File: src/rtl/parking_controller.sv
// Parking-garage occupancy controller: per-floor counters, lowest-free-floor
// assignment, and an entry-gate FSM that holds the barrier open for GATE_HOLD cycles.
module parking_controller #(
  parameter int NUM_FLOORS = 2,
  parameter int FLOOR_CAP  = 500,
  parameter int CNT_W      = 32,
  parameter int GATE_HOLD  = 4,
  localparam int FLR_W     = (NUM_FLOORS > 1) ? $clog2(NUM_FLOORS) : 1
) (
  input  logic                  CLK,
  input  logic                  RST_N,
  input  logic                  IN,
  input  logic [NUM_FLOORS-1:0] OUT,
  output logic [CNT_W-1:0]      CARS,
  output logic [CNT_W-1:0]      AVAILABLE,
  output logic                  FULL,
  output logic [NUM_FLOORS-1:0] FLOOR_FREE,
  output logic                  ASSIGN_VALID,
  output logic [FLR_W-1:0]      ASSIGN_FLOOR,
  output logic                  REJECT,
  output logic                  GATE_OPEN,
  output logic                  BUSY
);

  localparam int CW = $clog2(FLOOR_CAP + 1);
  localparam int HW = $clog2(GATE_HOLD + 1);
  localparam logic [CNT_W-1:0] TOTAL     = CNT_W'(NUM_FLOORS * FLOOR_CAP);
  localparam logic [CW-1:0]    CAP       = CW'(FLOOR_CAP);
  localparam logic [HW-1:0]    HOLD_LAST = HW'(GATE_HOLD - 1);

  typedef enum logic {IDLE, OPEN} gateState_e;

  gateState_e             state_q;
  logic [HW-1:0]          holdCnt_q;
  logic [CW-1:0]          cnt_q [NUM_FLOORS];
  logic [CW-1:0]          cnt_d [NUM_FLOORS];
  logic [NUM_FLOORS-1:0]  freeNow;
  logic [NUM_FLOORS-1:0]  free_d;
  logic [FLR_W-1:0]       sel;
  logic                   anyFree;
  logic                   request;
  logic                   admit;
  logic [CNT_W-1:0]       cars_d;

  // Floor choice looks only at pre-exit counts, so a floor freed this cycle
  // cannot be handed out until the next one.
  always_comb begin
    freeNow = '0;
    anyFree = 1'b0;
    sel     = '0;
    for (int f = NUM_FLOORS - 1; f >= 0; f--) begin
      freeNow[f] = (cnt_q[f] < CAP);
      if (freeNow[f]) begin
        anyFree = 1'b1;
        sel     = FLR_W'(f);
      end
    end
    request = (state_q == IDLE) && IN;
    admit   = request && anyFree;
  end

  always_comb begin
    cars_d = '0;
    free_d = '0;
    for (int f = 0; f < NUM_FLOORS; f++) begin
      cnt_d[f] = cnt_q[f];
      if (admit && (sel == FLR_W'(f))) cnt_d[f] = cnt_d[f] + CW'(1);
      if (OUT[f] && (cnt_q[f] != '0))  cnt_d[f] = cnt_d[f] - CW'(1);
      free_d[f] = (cnt_d[f] < CAP);
      cars_d    = cars_d + CNT_W'(cnt_d[f]);
    end
  end

  always_ff @(posedge CLK) begin
    if (!RST_N) begin
      for (int f = 0; f < NUM_FLOORS; f++) cnt_q[f] <= '0;
      state_q      <= IDLE;
      holdCnt_q    <= '0;
      CARS         <= '0;
      AVAILABLE    <= TOTAL;
      FULL         <= 1'b0;
      FLOOR_FREE   <= '1;
      ASSIGN_VALID <= 1'b0;
      ASSIGN_FLOOR <= '0;
      REJECT       <= 1'b0;
      GATE_OPEN    <= 1'b0;
      BUSY         <= 1'b0;
    end else begin
      for (int f = 0; f < NUM_FLOORS; f++) cnt_q[f] <= cnt_d[f];
      CARS         <= cars_d;
      AVAILABLE    <= TOTAL - cars_d;
      FULL         <= (cars_d == TOTAL);
      FLOOR_FREE   <= free_d;
      ASSIGN_VALID <= admit;
      REJECT       <= request && !anyFree;
      if (admit) ASSIGN_FLOOR <= sel;
      // Gate stays open for GATE_HOLD edges after the admitting edge.
      case (state_q)
        IDLE: begin
          if (admit) begin
            state_q   <= OPEN;
            holdCnt_q <= '0;
            GATE_OPEN <= 1'b1;
            BUSY      <= 1'b1;
          end
        end
        OPEN: begin
          if (holdCnt_q == HOLD_LAST) begin
            state_q   <= IDLE;
            GATE_OPEN <= 1'b0;
            BUSY      <= 1'b0;
          end else begin
            holdCnt_q <= holdCnt_q + HW'(1);
          end
        end
        default: state_q <= IDLE;
      endcase
    end
  end

endmodule

File: config.mk
export PLATFORM = sky130hd
export DESIGN_NAME = parking_controller
export DESIGN_NICKNAME = d
export VERILOG_FILES = /design/src/rtl/parking_controller.sv
export SDC_FILE = /design/constraint.sdc
export NUM_CORES = 1
export LEC_CHECK = 0
export BUFFER_PORTS_ARGS = -buffer_cell sky130_fd_sc_hd__buf_2
export CORE_AREA = 2 2 82 84
export DETAILED_ROUTE_END_ITERATION = 16
export DIE_AREA = 0 0 84 86
export GPL_TIMING_DRIVEN = 0
export PLACE_DENSITY = 0.84
export SLEW_MARGIN = 10
export SYNTH_ARGS = -nofsm -noshare
export SYNTH_HDL_FRONTEND = slang
export SYNTH_SLANG_ARGS = --single-unit
File: constraint.sdc
create_clock -name CLK -period 9.6 [get_ports CLK]
set_input_delay 0.96 -clock CLK [delete_from_list [all_inputs] [get_ports CLK]]
set_output_delay 0.96 -clock CLK [all_outputs]
set_load 0.01 [all_outputs]
==> metrics.txt <==
Vias 3243; crit path max-delay cell type or4_4; DRC 0; cells on worst reg2reg path 19; gr ovfl total 0; hold crit path type register to register; die height 86 um; cts repair resizes 0; core area 0.00628 mm^2; Die X 84 um; DR WL/cell 14.1 um; most frequent cells in the layout buf_2 (55), dfxtp_1 (49), buf_4 (48); cell at the root of the clock tree clkbuf_8; Post-synth EDFFs 0; Worst setup SP type input pin; largest net degree at the start of global routing 23; CP Cell Sequence buf_2 -> or2b_4 -> or4_4 -> nor2_1 -> nor2_1 -> a21oi_1 -> ha_1 -> nand2_1 -> a2111oi_0 -> a31oi_1 -> o32a_1 -> xnor2_1 -> ha_1 -> a21oi_1 -> nand3b_1 -> o32a_1 -> o211ai_1 -> nand3_2 -> or2_1 -> nor4_2; commonest non-fill, non-tap cell in the layout buf_2; Longest Clk Path Bufs 2; RSZ-0062 raised after global routing no; M1 WL 3680 um; Req. time, crit path 9.81 ns; Starting Density 58.2%; setup tns final 0 ns; Avg Cell Area, Syn 8.51 um^2; Hold Path Depth 2; outcome finished, final reports clean; RD Place Congestion 0.918; IO Port Bufs 54; DR iter-0 viols 171; ys flop type dfxtp_1; sequential area share after synthesis 26.9%; Final min period 5.43 ns; CP peak stage delay 0.47 ns; max-slew violations 0; Post-Synthesis Cells 429; Post-synth ARST share 0%; DR vias/cell 5.51; Area Growth Syn to Fin 15.5%; initial antenna violation count 0; critical path class input pin to register; global-route wire length before repair 13600 um; Post-CTS Setup Repair Bufs 0; FF+latch count, synth 49; ratio of final minimum period to clock period 56.6%; Max Cap Viol 0; met3 wire length 467 um; post-route ant nets 0; synthesized area 0.00365 mm^2; endpoints failing hold 0; Clock Sinks 49; nets@finish 534; First-pass DRT Iterations 5; Highest Signal Layer met4; overall routing resource usage 22.7%; slew at the pin closest to its max-slew limit 0.700 ns; Crit. End Element register; Fmax 0.184 GHz; critical path arrival 5.64 ns; Yosys cell types 74; Worst-path clk slew 0.10 ns; antenna cells 0; Routed Wire Length 8320 um; Die ar. 0.00722 mm^2; Max-Slew Margin vs Limit 53.0%; share of layout cells above drive strength 1 28.9%; final setup fails 0; HPWL after DPL 6520 um; CTS buffer count 5; Row Count 29; TritonCTS clock tree yes; H-tree levels 2; clk_skew 0.00963 ns; synth warn 0; Worst Path Max Fanout 7; vias in the first global route 2997; Hold-fix buffers, CTS 0; met2 wire length 4030 um; io pins 77; Clock Latency Late Sink 0.31 ns
layer usage:
layer	vias to the layer above	global-route usage [%]
li1	1592	-
met1	1527	28.5
met2	108	40.3
met3	16	3.27
met4	0	7.04
met5	-	0
final timing paths:
kind	start	to	slack, ns
min reg2reg	holdCnt_q[2]	holdCnt_q[2]	0.50
min	holdCnt_q[2]	holdCnt_q[2]	0.50
max	IN	FULL	4.17
max reg2reg	cnt_q[0][4]	FULL	4.41
cell families (layout without fill, tap and decap cells):
logic type      count (synthesis)  count (layout)  synth area share [%]
compound gates                 79              79                  16.1
other cells                     1              22                 0.103
buf+inv                        77             139                  13.5
mux                             4               4                  1.10
xor+xnor                       36              36                  10.7
flops                          49              49                  26.9
fa+ha+maj                      18              18                  6.37
simple gates                  165             165                  25.3
cells in the mapped netlist, drive strengths merged, types with 3 or more instances:
library cell / instances / share of area, %
a211oi: 3 / 0.75
a21o: 4 / 0.82
a21oi: 21 / 3.5
a31oi: 6 / 1.2
and2: 17 / 3.0
and3: 3 / 0.55
buf: 52 / 11
clkbuf: 4 / 0.41
dfxtp: 49 / 27
ha: 17 / 5.8
inv: 21 / 2.2
mux2i: 4 / 1.1
nand2: 30 / 3.3
nand2b: 5 / 0.86
nand3: 13 / 2.1
nand4: 4 / 0.69
nor2: 43 / 4.7
nor3: 15 / 2.4
nor4: 11 / 2.8
o211ai: 6 / 1.2
o21ai: 14 / 1.9
o31ai: 5 / 1.8
or2: 3 / 0.51
or3: 9 / 1.6
xnor2: 22 / 5.5
xor2: 10 / 2.6
metrics by stage:
stage	hold slack, ns	instance area [um^2]	utilization [%]	instances	setup WS (ns)
finish	0.499	4220	67.2	589	4.17
global route	0.518	4220	67.2	589	3.78
CTS	0.500	4220	67.2	589	4.18
detailed placement	0.486	4100	65.3	581	3.89
global placement	0.445	4100	65.3	581	3.98
floorplan	0.436	3730	-	450	4.50
sequential cells by signal, summed over array words and instances, names as in the netlist:
register and count:
ASSIGN_FLOOR 1, ASSIGN_VALID 1, AVAILABLE 11, BUSY 1
CARS 9, FLOOR_FREE 2, FULL 1, REJECT 1
cnt_q 18, holdCnt_q 3, state_q 1
final cells by class:
class | instances | area, um^2
Clock inverter | 2 | 37.5
Multi-Input combinational cell | 324 | 2260
Timing Repair Buffer | 54 | 270
Fill cell | 530 | 2060
Buffer | 56 | 414
Sequential cell | 49 | 981
Clock buffer | 6 | 82.6
Inverter | 21 | 78.8
Tap cell | 77 | 96.3
worst max-delay path: cells and delay by family:
| family | cells | cell delay (ns) |
|---|---|---|
| adders and majority gates | 2 | 0.54 |
| AOI/OAI and AO/OA | 7 | 1.88 |
| and+or+nand+nor | 9 | 1.88 |
| buffers and inverters | 1 | 0.10 |
| xor gates and xnor gates | 1 | 0.27 |
Power is left out: the tool's default activity adds up to more than one toggle a clock period on the data nets, which glitch-free logic cannot reach.
